## src/rtl/ast_mux.sv

```systemverilog
// ast_mux: packet-aware N:1 Avalon-ST multiplexer, round-robin arbitration on packet boundaries.
// Optional: define AST_MUX_CHANNEL_FROM_DIR_EN to drive ast_channel_o from the grant index.
module ast_mux #(
  parameter int DATA_WIDTH    = 64,
  parameter int EMPTY_WIDTH   = $clog2(DATA_WIDTH/8),
  parameter int CHANNEL_WIDTH = 10,
  parameter int RX_DIR        = 4,
  parameter int DIR_SEL_WIDTH = $clog2(RX_DIR)
) (
  input  logic                              clk,
  input  logic                              srst,
  input  logic [RX_DIR*DATA_WIDTH-1:0]      ast_data_i,
  input  logic [RX_DIR-1:0]                 ast_startofpacket_i,
  input  logic [RX_DIR-1:0]                 ast_endofpacket_i,
  input  logic [RX_DIR-1:0]                 ast_valid_i,
  input  logic [RX_DIR*EMPTY_WIDTH-1:0]     ast_empty_i,
  input  logic [RX_DIR*CHANNEL_WIDTH-1:0]   ast_channel_i,
  output logic [RX_DIR-1:0]                 ast_ready_o,
  output logic [DATA_WIDTH-1:0]             ast_data_o,
  output logic                              ast_startofpacket_o,
  output logic                              ast_endofpacket_o,
  output logic                              ast_valid_o,
  output logic [EMPTY_WIDTH-1:0]            ast_empty_o,
  output logic [CHANNEL_WIDTH-1:0]          ast_channel_o,
  output logic [DIR_SEL_WIDTH-1:0]          dir_o,
  input  logic                              ast_ready_i
);

  typedef enum logic {IDLE = 1'b0, BUSY = 1'b1} state_e;

  state_e                     state_q;
  logic [DIR_SEL_WIDTH-1:0]   gnt_q;
  logic [DIR_SEL_WIDTH-1:0]   rr_ptr_q;

  logic [DATA_WIDTH-1:0]      data_q;
  logic                       sop_q;
  logic                       eop_q;
  logic                       valid_q;
  logic [EMPTY_WIDTH-1:0]     empty_q;
  logic [CHANNEL_WIDTH-1:0]   chan_q;
  logic [DIR_SEL_WIDTH-1:0]   dir_q;

  logic [RX_DIR-1:0][DATA_WIDTH-1:0]  data_a;
  logic [RX_DIR-1:0][EMPTY_WIDTH-1:0] empty_a;

  assign data_a  = ast_data_i;
  assign empty_a = ast_empty_i;

  // Round-robin search starting just after the last packet's source.
  logic                     gnt_vld_d;
  logic [DIR_SEL_WIDTH-1:0] gnt_d;

  always_comb begin
    int k;
    k         = 0;
    gnt_vld_d = 1'b0;
    gnt_d     = '0;
    for (int i = 1; i <= RX_DIR; i++) begin
      k = int'(rr_ptr_q) + i;
      if (k >= RX_DIR) k = k - RX_DIR;
      if (!gnt_vld_d && ast_valid_i[DIR_SEL_WIDTH'(k)]) begin
        gnt_vld_d = 1'b1;
        gnt_d     = DIR_SEL_WIDTH'(k);
      end
    end
  end

  // Ready is gated by srst so no input sees a transfer while the block is being reset.
  logic busy_ok;
  logic fwd_rdy;
  logic in_xfer;
  logic out_xfer;

  assign busy_ok  = (state_q == BUSY) && !srst;
  assign fwd_rdy  = ast_ready_i | ~valid_q;
  assign in_xfer  = busy_ok && ast_valid_i[gnt_q] && fwd_rdy;
  assign out_xfer = valid_q && ast_ready_i;

  for (genvar k = 0; k < RX_DIR; k++) begin : g_rdy
    assign ast_ready_o[k] = busy_ok && (gnt_q == DIR_SEL_WIDTH'(k)) && fwd_rdy;
  end

  logic [CHANNEL_WIDTH-1:0] chan_sel;

`ifdef AST_MUX_CHANNEL_FROM_DIR_EN
  if (CHANNEL_WIDTH < DIR_SEL_WIDTH) begin : g_chan_chk
    $error("ast_mux: CHANNEL_WIDTH must be >= DIR_SEL_WIDTH when channel comes from grant");
  end
  logic unused_chan_in;
  assign unused_chan_in = ^ast_channel_i;
  assign chan_sel       = CHANNEL_WIDTH'(gnt_q);
`else
  logic [RX_DIR-1:0][CHANNEL_WIDTH-1:0] chan_a;
  assign chan_a   = ast_channel_i;
  assign chan_sel = chan_a[gnt_q];
`endif

  always_ff @(posedge clk) begin
    if (srst) begin
      state_q  <= IDLE;
      gnt_q    <= '0;
      rr_ptr_q <= DIR_SEL_WIDTH'(RX_DIR - 1);
      data_q   <= '0;
      sop_q    <= 1'b0;
      eop_q    <= 1'b0;
      valid_q  <= 1'b0;
      empty_q  <= '0;
      chan_q   <= '0;
      dir_q    <= '0;
    end else begin
      case (state_q)
        IDLE: begin
          if (gnt_vld_d) begin
            gnt_q   <= gnt_d;
            state_q <= BUSY;
          end
        end
        BUSY: begin
          if (in_xfer && ast_endofpacket_i[gnt_q]) begin
            state_q  <= IDLE;
            rr_ptr_q <= gnt_q;
          end
        end
        default: state_q <= IDLE;
      endcase

      // Loading takes priority over draining so back-to-back words keep full throughput.
      if (in_xfer) begin
        data_q  <= data_a[gnt_q];
        sop_q   <= ast_startofpacket_i[gnt_q];
        eop_q   <= ast_endofpacket_i[gnt_q];
        empty_q <= empty_a[gnt_q];
        chan_q  <= chan_sel;
        dir_q   <= gnt_q;
        valid_q <= 1'b1;
      end else if (out_xfer) begin
        valid_q <= 1'b0;
      end
    end
  end

  assign ast_data_o          = data_q;
  assign ast_startofpacket_o = sop_q;
  assign ast_endofpacket_o   = eop_q;
  assign ast_valid_o         = valid_q;
  assign ast_empty_o         = empty_q;
  assign ast_channel_o       = chan_q;
  assign dir_o               = dir_q;

endmodule

```

## config.mk

```make
export PLATFORM = sky130hd
export DESIGN_NAME = ast_mux
export DESIGN_NICKNAME = d
export VERILOG_FILES = /design/src/rtl/ast_mux.sv
export SDC_FILE = /design/constraint.sdc
export NUM_CORES = 1
export LEC_CHECK = 0
export CAP_MARGIN = 5
export CORE_AREA = 2 2 158 160
export CTS_CLUSTER_DIAMETER = 30
export DETAILED_ROUTE_END_ITERATION = 8
export DIE_AREA = 0 0 160 162
export SYNTH_ARGS = -nofsm -noshare
export SYNTH_HDL_FRONTEND = slang
export SYNTH_SLANG_ARGS = --single-unit
```

## constraint.sdc

```tcl
create_clock -name clk -period 1.77 [get_ports clk]
set_clock_uncertainty 0.1 [all_clocks]
set_input_delay 0.177 -clock clk [delete_from_list [all_inputs] [get_ports clk]]
set_output_delay 0.177 -clock clk [all_outputs]
set_load 0.02 [all_outputs]
```

==> results.md, run 1 <==
- Async SR Flop Fraction: 0
- Clk sinks: 87
- Outcome: complete, but fails checks
- Placed insts: around 1,200
- Ys flop type: dfxtp_1
- DIE AREA: around 0.026 mm²
- Row count: 57
- Register area: around 0.0017 mm²
- Routed len/inst: roughly 18 µm
- GR Util All Layers: 0.154
- TritonCTS clock tree: done
- Leak: roughly 3.5 nW
- Overflow after GRT: 0
- Share of cells above drive strength 1: 0.212
- Post-DRT Antenna Nets: 0
- Slew Viols, Final: 0
- Via count: 5,545
- Syn Area/Cell: 10.1 µm²
- Starting density of the core: 0.208
- PortBufs: 408
- Final setup viols: 2
- Max Cap Viol: 0
- Global-route wire length before repair: 31,000 µm
- Failing checks: negative setup slack
- R2R depth: 7
- Top Ports: around 400
- Max Root-Sink Buffers: 2
- Routability Congestion: 0.782
- Slew @ Worst Pin: roughly 0.55 ns
- Vias per cell: between 4 and 5
- Period minus WS final: around 1.8 ns
- Final Hold Viols: 0
- Initial antenna violation count: 3
- Final nets: 1,238
- CP max stage cell: mux4_2
- Die height: approximately 160 µm
- Crit path to: ast_data_o[51]
- Clock latency on the worst-skew pair: between 0.3 and 0.4 ns
- Crit path from: gnt_q[1]
- Reg2reg setup slack: -0.004 ns
- Critical Path AT: 1.94 ns
- H-tree depth: 3
- Worst hold path class: in -> reg
- R2r endpoint: ast_data_o[51]
- Largest net degree at the start of global routing: 47
- Worst EP required: 1.94 ns
- Sequential fraction of the synthesis area: 0.348
- PD cells: around 650 mW/mm²
- Root buffer cell: clkbuf_16
- Critical Path, Cell by Cell: mux4_2 > buf_6 > nand3_4 > buf_12 > clkbuf_16 > nand2_2 > a21oi_2
- Crit path kind: reg -> reg
- Core Area: roughly 0.024 mm²
- Period utilisation layout: 1.00
- Drt initial violations: roughly 240
- Post-Synthesis Cells: a little under 500
- Fill count: roughly 2,400
- Total Wirelength: 22,500 µm
- Vias in the first global route: between 5,000 and 6,000
- Number of detailed-route iterations in the first pass: 4
- Final WS setup: -0.00411 ns
- Die W: between 150 and 200 µm
- Dpl ws: -0.333 ns
- Mapped cell area: about 0.0050 mm²
- Rel. slew slack: 0.631
- YS warnings: 0
- DP HPWL: between 15,000 and 20,000 µm
- # DRC: 0
- Cell Count, Final, Fillers Out: approximately 1,200
- EDFF count, synth: 0
- Post-synth net total: 818
- CP startpoint kind: flop
- Crit-path max FO: 5
- Area of the multi-input gates: 0.00324 mm²
- Peak Freq: approximately 560 MHz
- Max stage delay on crit path: ~0.53 ns
- RSZ-0062 raised after global routing: yes
- Endpoint class of the critical path: flop
- Worst R2R Start: gnt_q[1]
- Post-synth cell types: 28
- Max VDD drop: 317 µV
- Synth Register Bits: between 80 and 90
- Area grow syn2layout: 107%
- Cts bufs inserted: 9
- Reg clk slew, reported paths: 0.07 ns
worst min path at each step:
| stage | startpoint | endpoint | cells past startpoint |
|---|---|---|---|
| CTS | srst | state_q | 4 |
| floorplan | ast_ready_i | ast_valid_o | 3 |
| finish | srst | dir_o[1] | 5 |
| global placement | ast_data_o[16] | ast_data_o[16] | 2 |
| global route | srst | dir_o[1] | 5 |
| detailed placement | ast_empty_o[0] | ast_empty_o[0] | 2 |
timing repair:
action                                 CTS  global route
endpoints found under the hold margin    0             0
cloned                                   0            12
setup endpoints to repair               84            86
buffers inserted                         0             4
hold buffers                             0             0
pin swaps                               20            27
gates resized for setup                 20            53
metal layers:
layer  wire, µm  part of all wire  global-route usage
met5         23            0.0010                   0
met4        228             0.010              0.0495
met3       1850             0.082              0.0465
met2      11400              0.50               0.276
met1       9070              0.40               0.176
layout by cell type (no fill, tap or decap), drive strengths merged:
cell / instances
a2111oi: 1
a21oi: 83
a221oi: 1
a31o: 1
a41oi: 1
and3: 1
buf: 45
clkbuf: 14
clkdlybuf4s15: 1
clkdlybuf4s50: 403
clkinv: 4
dfxtp: 87
diode: 1
inv: 7
mux2i: 3
mux4: 79
nand2: 161
nand2b: 3
nand3: 4
nand3b: 1
nor2: 8
nor2b: 2
nor3: 2
o21ai: 2
o221a: 1
o221ai: 1
o22ai: 1
o2bb2ai: 1
o32ai: 1
or3: 1
registers in the layout (all words and copies together) (netlist names):
register             flops
ast_valid_o              1
ast_data_o              64
ast_endofpacket_o        1
dir_o                    2
rr_ptr_q                 2
ast_channel_o           10
state_q                  1
ast_empty_o              3
gnt_q                    2
ast_startofpacket_o      1
cell type report:
cell class | instances | share of cell area
repair buffers | 454 | 0.452
multi-input cells | 359 | 0.312
inverters | 4 | 0.00145
clock inverters | 7 | 0.00446
well taps | 324 | 0.0391
flip-flops and latches | 87 | 0.169
clock buffers | 9 | 0.0217
diodes | 1 | 0.000241
cell usage after synthesis (2+ instances only):
cell	instances	area, µm²
nand2_1	161	604
o21ai_0	2	10.0
nor3_1	2	10.0
nand3_1	3	15.0
nor2_1	8	30.0
buf_1	2	7.51
buf_6	2	22.5
nand2b_1	3	18.8
clkbuf_1	16	60.1
buf_2	26	130
inv_1	4	15.0
nor2b_1	2	12.5
mux4_2	79	1780
a21oi_1	83	415
mux2i_1	3	30.0
dfxtp_1	87	1740
report_power, final:
part | internal [mW] | switching [mW] | total, mW
Clock | 0.957 | 0.832 | 1.79
Sequential | 2.10 | 0.0928 | 2.19
Combinational | 1.73 | 1.07 | 2.80
Total | 4.78 | 2.00 | 6.78
cells by family (layout without fill, tap and decap cells):
logic type             after synthesis  after routing  synth area share
AO/OA/AOI/OAI                       94             94             0.102
buffers and inverters               50            474            0.0470
flip-flops                          87             87             0.348
multiplexers                        82             82             0.361
other                                0              1                 0
AND/OR/NAND/NOR                    182            183             0.142
worst max-delay path, delay by kind of cell, from the launching register on:
family | cells | cell delay (ns)
multiplexers | 1 | 0.53
buffers and inverters | 3 | 0.46
flip-flops | 1 | 0.36
AND/OR/NAND/NOR | 2 | 0.14
AO/OA/AOI/OAI | 1 | 0.12
per-stage QoR:
stage	hold slack, ns	cell area (µm²)	TNS [ns]	power, mW	utilization
5_1_grt	0.202	10400	-3.91	7.16	0.430
3_5_place_dp	0.346	9650	-20.53	4.84	0.400
4_1_cts	0.166	9960	-0.465	6.69	0.413
2_1_floorplan	0.298	5010	0	3.49	-
3_3_place_gp	0.341	9650	-18.81	4.83	0.400
6_report	0.192	10400	-0.00649	6.78	0.430
Note: power is estimated with default switching activity, not from simulation.
==> inputs of run 2 (changes only) <==
==> constraint.sdc (replaced) <==
create_clock -name clk -period 1.77 [get_ports clk]
set_clock_uncertainty 0.1 [all_clocks]
set_input_delay 0.4425 -clock clk [delete_from_list [all_inputs] [get_ports clk]]
set_output_delay 0.4425 -clock clk [all_outputs]
set_load 0.02 [all_outputs]
==> run 2 against run 1 <==
First-iteration DRC count fell by 15%. Count of clock-buffer cells in the layout up 2. The flow still finishes with violations (negative setup slack). Non-clock buffer count is 21 higher. Critical path depth grew 2. Global-route usage increased by 1.7 points. Largest cell class unchanged. Critical path type is now in -> reg.
==> results.md, run 2 (synthesis results as in run 1) <==
- Outcome: complete, but fails checks
- Failing checks: negative setup slack
- # DRC: 0
- Global-route wire length before repair: between 30,000 and 40,000 µm
- M2 GR Usage: 0.318
- Drt initial violations: a little over 200
- Max Cap Viol: 0
- Share of cells above drive strength 1: 0.263
- Die height: between 150 and 200 µm
- Crit path from: ast_valid_i[0]
- Via count: 5,722
- Internal power: slightly below 5 mW
- Cell Count, Final, Fillers Out: between 1,000 and 1,500
- Crit path kind: in -> reg
- Vias in the first global route: 6,021
- Finished Core Util: 0.444
- Post-DRT Antenna Nets: 0
- Slew Viols, Final: 0
- Placed insts: between 1,000 and 1,500
- Final nets: around 1,300
- CP startpoint kind: input pin
- Reg2reg setup slack: -0.07 ns
- TritonCTS clock tree: done
- Vias per cell: between 4 and 5
- Row count: 57
- DP HPWL: about 17,000 µm
- Hold buffers post-CTS: 0
- Slew @ Worst Pin: 1.10 ns
- Met1 usage: 0.188
- Peak Freq: between 500 and 600 MHz
- Clk sinks: 87
- Final Hold Viols: 0
- Switch Pwr: approximately 2.1 mW
- PortBufs: 408
- Routability Congestion: about 0.81
- Period minus WS final: 1.85 ns
- Max FFs per register: between 60 and 70
- Commonest non-fill, non-tap cell in the layout: clkdlybuf4s50_1
- Period utilisation layout: 1.05
- Number of detailed-route iterations in the first pass: 4
- Worst EP required: between 1.5 and 2 ns
- Final setup viols: between 80 and 90
- Dpl ws: -0.796 ns
- Setup TNS: -2.98 ns
- Endpoint class of the critical path: flop
- GR Util All Layers: 0.171
- GR Util met3: 0.0442
- Total Wirelength: 23,400 µm
- Min-delay src: ast_data_o[25]
- Reg clk slew, reported paths: about 0.060 ns
- Initial antenna violation count: 3
- Worst hold path class: reg -> reg
- R2r endpoint: ast_data_o[35]
- Hold path cells: 2
- Starting density of the core: 0.208
- Area grow syn2layout: 114%
- Core Area: about 0.024 mm²
- Clock latency on the worst-skew pair: approximately 0.34 ns
- R2R depth: 8
- H-tree depth: 3
- Routed len/inst: ~19 µm
- Root buffer cell: clkbuf_16
- Gr busiest metal: met2
- Leak: between 4 and 5 nW
- Combinational fraction of design power: 0.425
- Seq pwr share: 0.316
- Crit path to: ast_data_o[35]
- Critical Path AT: approximately 2.0 ns
- Top Ports: 409
- Overflow after GRT: 0
- Pwr Total: a little under 7 mW
- Die W: approximately 160 µm
- Cts bufs inserted: 9
- DIE AREA: 0.0259 mm²
- Worst R2R Start: gnt_q[1]
- Crit-path max FO: 7
- Sw Share: 0.296
- Most frequent cells in the layout: clkdlybuf4s50_1, nand2_1, dlygate4sd2_1
- RSZ-0062 raised after global routing: yes
- PD cells: 649 mW/mm²
- Largest net degree at the start of global routing: slightly below 90
- Max VDD drop: ~260 µV
- Max Root-Sink Buffers: 2
- Clk pwr share: 0.259
- Rel. slew slack: 0.265
- Final WS setup: -0.0811 ns
[run 2: repair_timing]
item                                    in CTS  in global routing
resized for setup                          192                 25
pin swaps                                   67                 15
setup buffers                               15                  3
gates cloned                                 9                  5
endpoints found under the setup margin     170                 85
[run 2: worst max-delay path, cell delays in order]
cell and delay (ns):
dlygate4sd2_1 0.28, mux4_2 0.49, buf_6 0.14, nand3_4 0.06
buf_12 0.15, buf_12 0.11, buf_12 0.13, nand2_1 0.05
a21oi_1 0.13
[run 2: through the flow]
step | instance area, µm² | hold WS, ns
after floorplan | 5030 | 0.411
after global placement | 9680 | 0.342
after detailed placement | 9680 | 0.346
after CTS | 10500 | 0.352
after global routing | 10700 | 0.367
final | 10700 | 0.348
[run 2: layer usage]
layer	part of all wire	up-vias	wire length, µm
met5	0	-	0
met1	0.38	2736	8990
met3	0.074	26	1720
met2	0.52	270	12200
met4	0.022	0	521
li1	-	2690	-
[run 2: how the worst min path moves through the flow]
stage,end
final,ast_data_o[25]
after global routing,ast_data_o[48]
after CTS,ast_data_o[47]
after detailed placement,ast_data_o[42]
after global placement,ast_data_o[14]
after floorplan,rr_ptr_q[0]
[run 2: cell type report]
class | instances | area [µm²]
diodes | 1 | 2.50
clock buffers | 11 | 243
clock inverters | 5 | 33.8
fillers | 2389 | 13400
inverters | 4 | 15.0
multi-input cells | 358 | 3340
flip-flops and latches | 87 | 1750
well taps | 324 | 405
repair buffers | 475 | 4910
[run 2: power by group through the flow]
| stage | clock (mW) | combinational, mW | sequential [mW] |
|---|---|---|---|
| 6_report | 1.80 | 2.95 | 2.19 |
| 5_1_grt | 1.96 | 3.15 | 2.21 |
| 4_1_cts | 1.90 | 2.91 | 2.19 |
| 3_5_place_dp | 0 | 2.64 | 2.24 |
| 3_3_place_gp | 0 | 2.64 | 2.23 |
| 2_1_floorplan | 0 | 1.14 | 2.36 |
